File: config.mk
export PLATFORM = sky130hd
export DESIGN_NAME = pipe_ctrl
export DESIGN_NICKNAME = d
export VERILOG_FILES = /design/src/rtl/pipe_pkg.sv /design/src/rtl/pipe_sat_cnt.sv /design/src/rtl/pipe_ctrl.sv
export SDC_FILE = /design/constraint.sdc
export NUM_CORES = 1
export LEC_CHECK = 0
export CORE_MARGIN = 2
export CORE_UTILIZATION = 45
export DETAILED_ROUTE_END_ITERATION = 7
export PLACE_DENSITY = 0.86
export SLEW_MARGIN = 0
export SYNTH_ARGS = -nofsm -noshare
export SYNTH_HDL_FRONTEND = slang
export SYNTH_HIERARCHICAL = 1
export SYNTH_SLANG_ARGS = --single-unit
File: constraint.sdc
create_clock -name clk -period 3.3 [get_ports clk]
set_input_delay 0.495 -clock clk [delete_from_list [all_inputs] [get_ports clk]]
set_output_delay 0.495 -clock clk [all_outputs]
set_load 0.01 [all_outputs]
File: src/rtl/pipe_pkg.sv
// Shared types and constants for the 3-stage pipeline sequencing controller.
package pipe_pkg;

    typedef enum logic [1:0] {
        StFill,
        StRun,
        StStall,
        StHalt
    } state_e;

    localparam logic [3:0]  OP_HALT   = 4'hF;
    localparam logic [3:0]  OP_NOP    = 4'h0;
    localparam logic [15:0] NOP_INSTR = 16'h0000;

endpackage

File: src/rtl/pipe_sat_cnt.sv
// Saturating up-counter with synchronous clear; holds at all-ones instead of wrapping.
module pipe_sat_cnt #(
    parameter int unsigned CNT_W = 16
) (
    input  logic             clk,
    input  logic             clr,
    input  logic             en,
    output logic [CNT_W-1:0] count
);

    logic [CNT_W-1:0] count_q, count_d;

    always_comb begin
        count_d = count_q;
        if (clr) begin
            count_d = '0;
        end else if (en && (count_q != {CNT_W{1'b1}})) begin
            count_d = count_q + CNT_W'(1);
        end
    end

    always_ff @(posedge clk) begin
        count_q <= count_d;
    end

    assign count = count_q;

endmodule

File: src/rtl/pipe_ctrl.sv
// Sequencing/hazard controller for the IF -> ID -> IE pipeline: fill, stall, flush, halt, forward.
// Define PIPE_STEP_EN to add the single-step input (halt after every retired instruction).
module pipe_ctrl
    import pipe_pkg::*;
#(
    parameter int unsigned FILL_CYCLES = 2,
    parameter logic [3:0]  OP_HALT     = pipe_pkg::OP_HALT,
    parameter int unsigned CNT_W       = 16
) (
    input  logic             clk,
    input  logic             rst,
    input  logic [3:0]       opcode_ie,
    input  logic [3:0]       rd_ie,
    input  logic             we_ie,
    input  logic             ie_busy,
    input  logic             br_taken,
    input  logic [3:0]       rs1_id,
    input  logic [3:0]       rs2_id,
    input  logic             resume,
`ifdef PIPE_STEP_EN
    input  logic             step,
`endif
    output logic             pc_we,
    output logic             ifid_we,
    output logic             ifid_flush,
    output logic             fwd1_sel,
    output logic             fwd2_sel,
    output logic             halted,
    output logic [CNT_W-1:0] stall_cnt,
    output logic [CNT_W-1:0] retire_cnt
);

    localparam int unsigned FILL_W = (FILL_CYCLES > 1) ? $clog2(FILL_CYCLES) : 1;

`ifdef PIPE_STEP_EN
    localparam bit STEP_MODE = 1'b1;
    logic go;
    assign go = resume | step;
`else
    localparam bit STEP_MODE = 1'b0;
    logic go;
    assign go = resume;
`endif

    state_e            state_q, state_d;
    logic [FILL_W-1:0] fill_q, fill_d;
    logic              fill_done;
    logic              retire_en;
    logic              stall_en;

    assign fill_done = (32'(fill_q) + 32'd1) >= FILL_CYCLES;

    always_ff @(posedge clk) begin
        if (!rst) begin
            state_q <= StFill;
            fill_q  <= '0;
        end else begin
            state_q <= state_d;
            fill_q  <= fill_d;
        end
    end

    always_comb begin
        state_d = state_q;
        fill_d  = fill_q;
        unique case (state_q)
            StFill: begin
                if (fill_done) begin
                    state_d = StRun;
                end else begin
                    fill_d = fill_q + FILL_W'(1);
                end
            end
            StRun: begin
                if (ie_busy) begin
                    state_d = StStall;
                end else if (!br_taken && (opcode_ie == OP_HALT)) begin
                    state_d = StHalt;
                end else if (STEP_MODE && retire_en) begin
                    state_d = StHalt;
                end
            end
            StStall: begin
                // The stalled op retires on exit, so step mode parks in HALT.
                if (!ie_busy) begin
                    state_d = STEP_MODE ? StHalt : StRun;
                end
            end
            StHalt: begin
                if (go) begin
                    state_d = StRun;
                end
            end
            default: state_d = StFill;
        endcase
    end

    always_comb begin
        pc_we      = 1'b0;
        ifid_we    = 1'b0;
        ifid_flush = 1'b0;
        fwd1_sel   = 1'b0;
        fwd2_sel   = 1'b0;
        retire_en  = 1'b0;
        stall_en   = 1'b0;
        if (rst) begin
            unique case (state_q)
                StRun: begin
                    if (!ie_busy) begin
                        if (br_taken) begin
                            pc_we      = 1'b1;
                            ifid_we    = 1'b1;
                            ifid_flush = 1'b1;
                            retire_en  = (opcode_ie != OP_NOP);
                        end else begin
                            fwd1_sel  = we_ie & (rd_ie == rs1_id);
                            fwd2_sel  = we_ie & (rd_ie == rs2_id);
                            retire_en = (opcode_ie != OP_NOP);
                            if (opcode_ie != OP_HALT) begin
                                pc_we   = 1'b1;
                                ifid_we = 1'b1;
                            end
                        end
                    end
                end
                StStall: begin
                    stall_en = 1'b1;
                    if (!ie_busy) begin
                        retire_en = 1'b1;
                        if (br_taken) begin
                            pc_we      = 1'b1;
                            ifid_we    = 1'b1;
                            ifid_flush = 1'b1;
                        end
                    end
                end
                default: ;
            endcase
        end
    end

    assign halted = rst && (state_q == StHalt);

    pipe_sat_cnt #(
        .CNT_W(CNT_W)
    ) u_stall_cnt (
        .clk  (clk),
        .clr  (!rst),
        .en   (stall_en),
        .count(stall_cnt)
    );

    pipe_sat_cnt #(
        .CNT_W(CNT_W)
    ) u_retire_cnt (
        .clk  (clk),
        .clr  (!rst),
        .en   (retire_en),
        .count(retire_cnt)
    );

endmodule

# == Yosys cells after proc, flatten, opt, wreduce, memory -nomap -nowiden ==
# Cells that the tools add are included.
# totals
register_bits,35
output_inout_bits,38
# op_classes
n_addsub,4
order_cmp,1
eq_ne,13
n_mux,29
bitwise,3
n_reduce_logical,10
# ops
operator,count
$add 16x1->16 const B,2
$ne 16x16->1 const B,2
$mux 1,21
$mux 2,5
$eq 4x4->1,2
$pmux 2 s4,1
$ne 2x2->1 const B,3
$eq 2x2->1 const B,2
$eq 4x4->1 const B,1
$logic_and 1x1->1,4
$ne 4x4->1 const B,1
$pmux 1 s2,2
$reduce_and 4->1,1
$reduce_bool 4->1,1
$ne 3x3->1 const B,1
$add 1x1->2 const B,1
$and 1x1->1,2
$eq 2x1->1 const B,1
$ge 2x2->1 const B,1
$logic_not 2->1,1
$reduce_and 2->1,1
$reduce_or 2->1,1
$add 1x1->1 const B,1
$logic_not 1->1,1
$not 1->1,1

# == Depth between registers and ports, before layout ==
# depth
depth_word,6
depth_mapped,8
ltp_nobuf,8

# == Hierarchy ==
# Netlist, hierarchy kept.
# modules_own_cells
mod,n_inst,cells_per_inst,area_each_um2,seq_area_each_um2
pipe_sat_cnt,2,99,848.3,320.3
pipe_ctrl,1,53,396.6,60.1

# == Worst setup path after synthesis ==
# OpenSTA, ideal clock, no wires.
# synth_path
path_type,reg-to-reg
startpoint,reg state_q[0]
endpoint,"reg u_retire_cnt.count_q[7], in the netlist u_retire_cnt/count[7]"
setup_ns,0.070
t_arrival_ns,1.883
slack_ns,1.347
stages_incl_launch_ff,9
path_buffers,1
synth_period_minus_slack_ns,1.953
path_cell_list,dfxtp_1 -> inv_1 -> ha_1 -> nand2_1 -> nor2_1 -> nand2_1 -> clkbuf_1 -> or4_1 -> a21oi_1
# synth_via
elab_chain_len,4
word_cells_on_any_way,5
cone_classes,2 x eq/ne; 2 x mux; 1 x reduce/logical
# synth_rtl
element,line_no,text
from (decl),pipe_ctrl.sv:45,"state_e state_q, state_d;"
from (signal assigned),pipe_ctrl.sv:55,state_q <= StFill;
from (signal assigned),pipe_ctrl.sv:58,state_q <= state_d;
$eq 2x2->1 / $eq 2x1->1 (equally long branches),pipe_ctrl.sv:107,unique case (state_q)
$pmux 1 s2 (*),pipe_ctrl.sv:107,
$mux 1 (*),pipe_ctrl.sv:106,if (rst) begin
named net retire_en,pipe_ctrl.sv:48,logic retire_en;
$logic_and 1x1->1 (*),pipe_sat_cnt.sv:17,end else if (en && (count_q != {CNT_W{1'b1}})) begin
to (signal assigned),pipe_sat_cnt.sv:23,count_q <= count_d;
to (decl),pipe_sat_cnt.sv:11,"logic [CNT_W-1:0] count_q, count_d;"
# The timed path passes the listed nets; every way through them passes the cells marked *.
# A chain may end at the register's enable or synchronous reset.

# == Worst setup path in the final report ==
# layout_path
startpoint,in rst
endpoint,out fwd2_sel
# layout_via
elab_chain_len,1
# layout_rtl
element,line_no,text
from (decl),pipe_ctrl.sv:11,"input logic rst,"
$mux 1,pipe_ctrl.sv:106,
to (decl),pipe_ctrl.sv:27,"output logic fwd2_sel,"
# Every way passes these cells.

==> run_results.csv <==
group,metric,value,unit
worst_setup_path,startpoint_type,"input port",
worst_setup_path,cp-end-kind,"output pin",
cells_and_area,area_growth,34.5,%
synth,ys_seq_area_frac,0.335,
worst_setup_path,cpMaxStageDelayCell,"clkdlybuf4s50_1",
synth,syn_nets,279,
timing,fin_tns_setup,0,ns
synth,synth-edff-count,0,
detailed_routing,vias_per_cell,6.00,
synth,synth_area_leaders,"dfxtp_1, or4_1, a21oi_1",
synth,synth_top_area_frac,0.335,
synth,synth-seq-cells,35,
timing,fmax,380,MHz
synth,synth_cell_type_count,38,
worst_setup_path,max_stage_delay,0.56,ns
floorplan,die_w,72.2,um
worst_hold_path,hp-start,"fill_q",
cts,clk_pin_slew,0.07,ns
detailed_routing,postRouteAntennaNets,0,
cts,htree_levels,2,
cells_and_area,design_area,2820,um2
worst_hold_path,hold_depth,2,
worst_setup_path,worstPathMaxFanout,4,
power_and_ir_drop,pwr_density_cell,360,nW/um2
cts,clkLatencyLatePin,0.29,ns
timing,clock_skew,0.00364,ns
floorplan,core,4410,um2
timing,fin_crit,2.63,ns
place,place_hpwl,3850,um
cts,cts_buffers,5,
global_routing,grt_pass1_vias,1925,
timing,rsz0062_at_grt,"false",
power_and_ir_drop,p_leak,0.906,nW
cts,hold_buffers,0,
worst_hold_path,hp-class,"reg -> reg",
cells_and_area,fin_nets,337,
floorplan,rows,24,
global_routing,grt_pass1_wl,8690,um
worst_hold_path,holdPathEnd,"fill_q",
cts,cts_tree,"built",
synth,synth_area,2090,um2
worst_setup_path,regToRegStartpoint,"state_q[1]",
synth,async_reset_ff_frac,0,
synth,yosysTopAreaCell,"dfxtp_1",
global_routing,grt_start_max_net_pins,38,
synth,synthFlopType,"dfxtp_1",
run_status,status,"finished, final reports clean",
worst_setup_path,worstRegToRegCells,7,
detailed_routing,drt_iter0_drc,141,
timing,worstMarginPinSlew,0.802,ns
worst_setup_path,cp_common_cell,"clkdlybuf4s50_1",
detailed_routing,vias,2172,
synth,avgSynthCellArea,8.34,um2
timing,slew-limit-headroom,0.462,
power_and_ir_drop,ir_drop,0.239,mV
cts,post_cts_buffers,0,
worst_setup_path,rrSetupSlack,0.92,ns
detailed_routing,wl_per_cell,14.7,um
timing,finalHoldViolations,0,
floorplan,start_util,0.474,
worst_setup_path,cp_cell_sequence,"clkdlybuf4s50_1 > nor2b_1 > nand4b_1 > nor2_1 > clkdlybuf4s50_1",
timing,drv_slew,0,
timing,finalSetupViolCount,0,
synth,synth_cells,251,
timing,finalCritPeriodShare,0.798,
floorplan,io_pins,60,
cells_and_area,drive_gt1_frac,0.0516,
global_routing,grt_overflow,0,
cts,cts_resized,0,
detailed_routing,totalWireLength,5310,um
global_routing,antenna_found_initial,0,
worst_setup_path,worst-endpoint-arrival,2.14,ns
global_routing,grt.total_usage,0.207,
cts,clock_sinks,35,
worst_setup_path,path_class,"in -> out",
cts,cts-root-buf,"clkbuf_8",
place,placed_area,2720,um2
detailed_routing,dr.pass1.iters,4,
detailed_routing,drc,0,
worst_setup_path,timing.rr.end,"u_retire_cnt/count[11]",
worst_setup_path,critPathRequiredTime,2.80,ns
floorplan,dieArea,5210,um2
place,gp_congestion,0.809,
cells_and_area,antenna_cells,0,
cts,clock_path_buffers,2,
place,numPortBuffers,59,
synth,yosys_warnings,6,
floorplan,die_h,72.2,um
job,drv_cap,0,
==> worst max path at each step <==
stage	endpoint	slack (ns)	cells past startpoint	from
final	fwd2_sel	0.67	5	rst
after CTS	ifid_we	0.68	5	rst
after global routing	u_retire_cnt/count[11]	0.52	7	rst
after detailed placement	u_retire_cnt/count[11]	0.52	7	rst
after floorplan	u_retire_cnt/count[7]	1.35	8	state_q[0]
after global placement	u_retire_cnt/count[11]	0.59	7	rst
==> Yosys cell counts (2+ instances only) <==
cell / n
dfxtp_1: 35
a21oi_1: 22
nor2_1: 18
nand2_1: 16
or4_1: 15
nand3_1: 12
o31ai_1: 12
xnor2_1: 12
inv_1: 9
nand4_1: 9
o21ai_0: 9
nor3_1: 8
nor2b_1: 7
and4_1: 6
ha_1: 6
nor4_1: 6
or3_1: 6
clkbuf_1: 4
and3_1: 3
o21a_1: 3
a2111oi_0: 2
a31oi_1: 2
and2_1: 2
buf_1: 2
buf_2: 2
mux2_2: 2
mux2i_1: 2
nand2_2: 2
nand2b_1: 2
nand3b_1: 2
nand4_4: 2
nor4_4: 2
nor4bb_1: 2
o311ai_0: 2
o41ai_1: 2
==> critical path: cells and delay by family <==
family | cells | cell delay [ns]
AND/OR/NAND/NOR | 3 | 0.56
buffers and inverters | 2 | 1.07
==> flip-flops by register name (all words and copies together) (netlist names) <==
register            count
u_retire_cnt/count     16
u_stall_cnt/count      16
fill_q                  1
state_q                 2
==> routing by layer <==
| layer | vias up | GRT usage | share of wire |
|---|---|---|---|
| li1 | 1074 | - | - |
| met1 | 1029 | 0.251 | 0.45 |
| met2 | 62 | 0.362 | 0.50 |
| met3 | 7 | 0.0444 | 0.047 |
| met4 | 0 | 0.0671 | 0.010 |
| met5 | - | 0 | 0 |
==> placed cells by master, fill, tap and decap left out, types with 7 or more instances in the layout <==
cell type	instances
nand4_1	9
or4_1	15
o21ai_0	9
nor2_1	18
a21oi_1	22
nand2_1	16
clkdlybuf4s50_1	59
xnor2_1	12
clkbuf_8	7
nand3_1	12
nor2b_1	7
dfxtp_1	35
nor3_1	8
inv_1	9
o31ai_1	12
==> metrics by stage <==
step / hold slack [ns] / util / power (W) / std cells / worst slack (ns)
3_5_place_dp: 0.484 / 0.615 / 0.000669 / 354 / 0.522
5_1_grt: 0.535 / 0.638 / 0.00106 / 362 / 0.523
2_1_floorplan: 0.454 / - / 0.000593 / 251 / 1.35
6_report: 0.501 / 0.638 / 0.00101 / 362 / 0.668
4_1_cts: 0.501 / 0.638 / 0.00102 / 362 / 0.675
3_3_place_gp: 0.470 / 0.615 / 0.000661 / 354 / 0.592
==> layout make-up <==
class	count	area, um2
clock buffers	8	100
fillers	394	1600
inverters	9	33.8
multi-input cells	198	1320
flip-flops and latches	35	701
well taps	52	65.1
repair buffers	60	598
==> cells by family after synthesis <==
logic type	synth area share
DFF	0.335
muxes	0.0203
adders and majority gates	0.0359
buffers and inverters	0.0353
and+or+nand+nor	0.360
AOI/OAI and AO/OA	0.164
xor gates and xnor gates	0.0502
==> power breakdown <==
group	total [W]	leakage [nW]	switching (W)	internal [W]
clock network	0.000351	0.0515	0.000161	0.000191
registers	0.000458	0.283	0.0000194	0.000439
logic	0.000203	0.572	0.000103	0.000100
total	0.00101	0.906	0.000283	0.000730
Power figures use the tool's default switching activity.
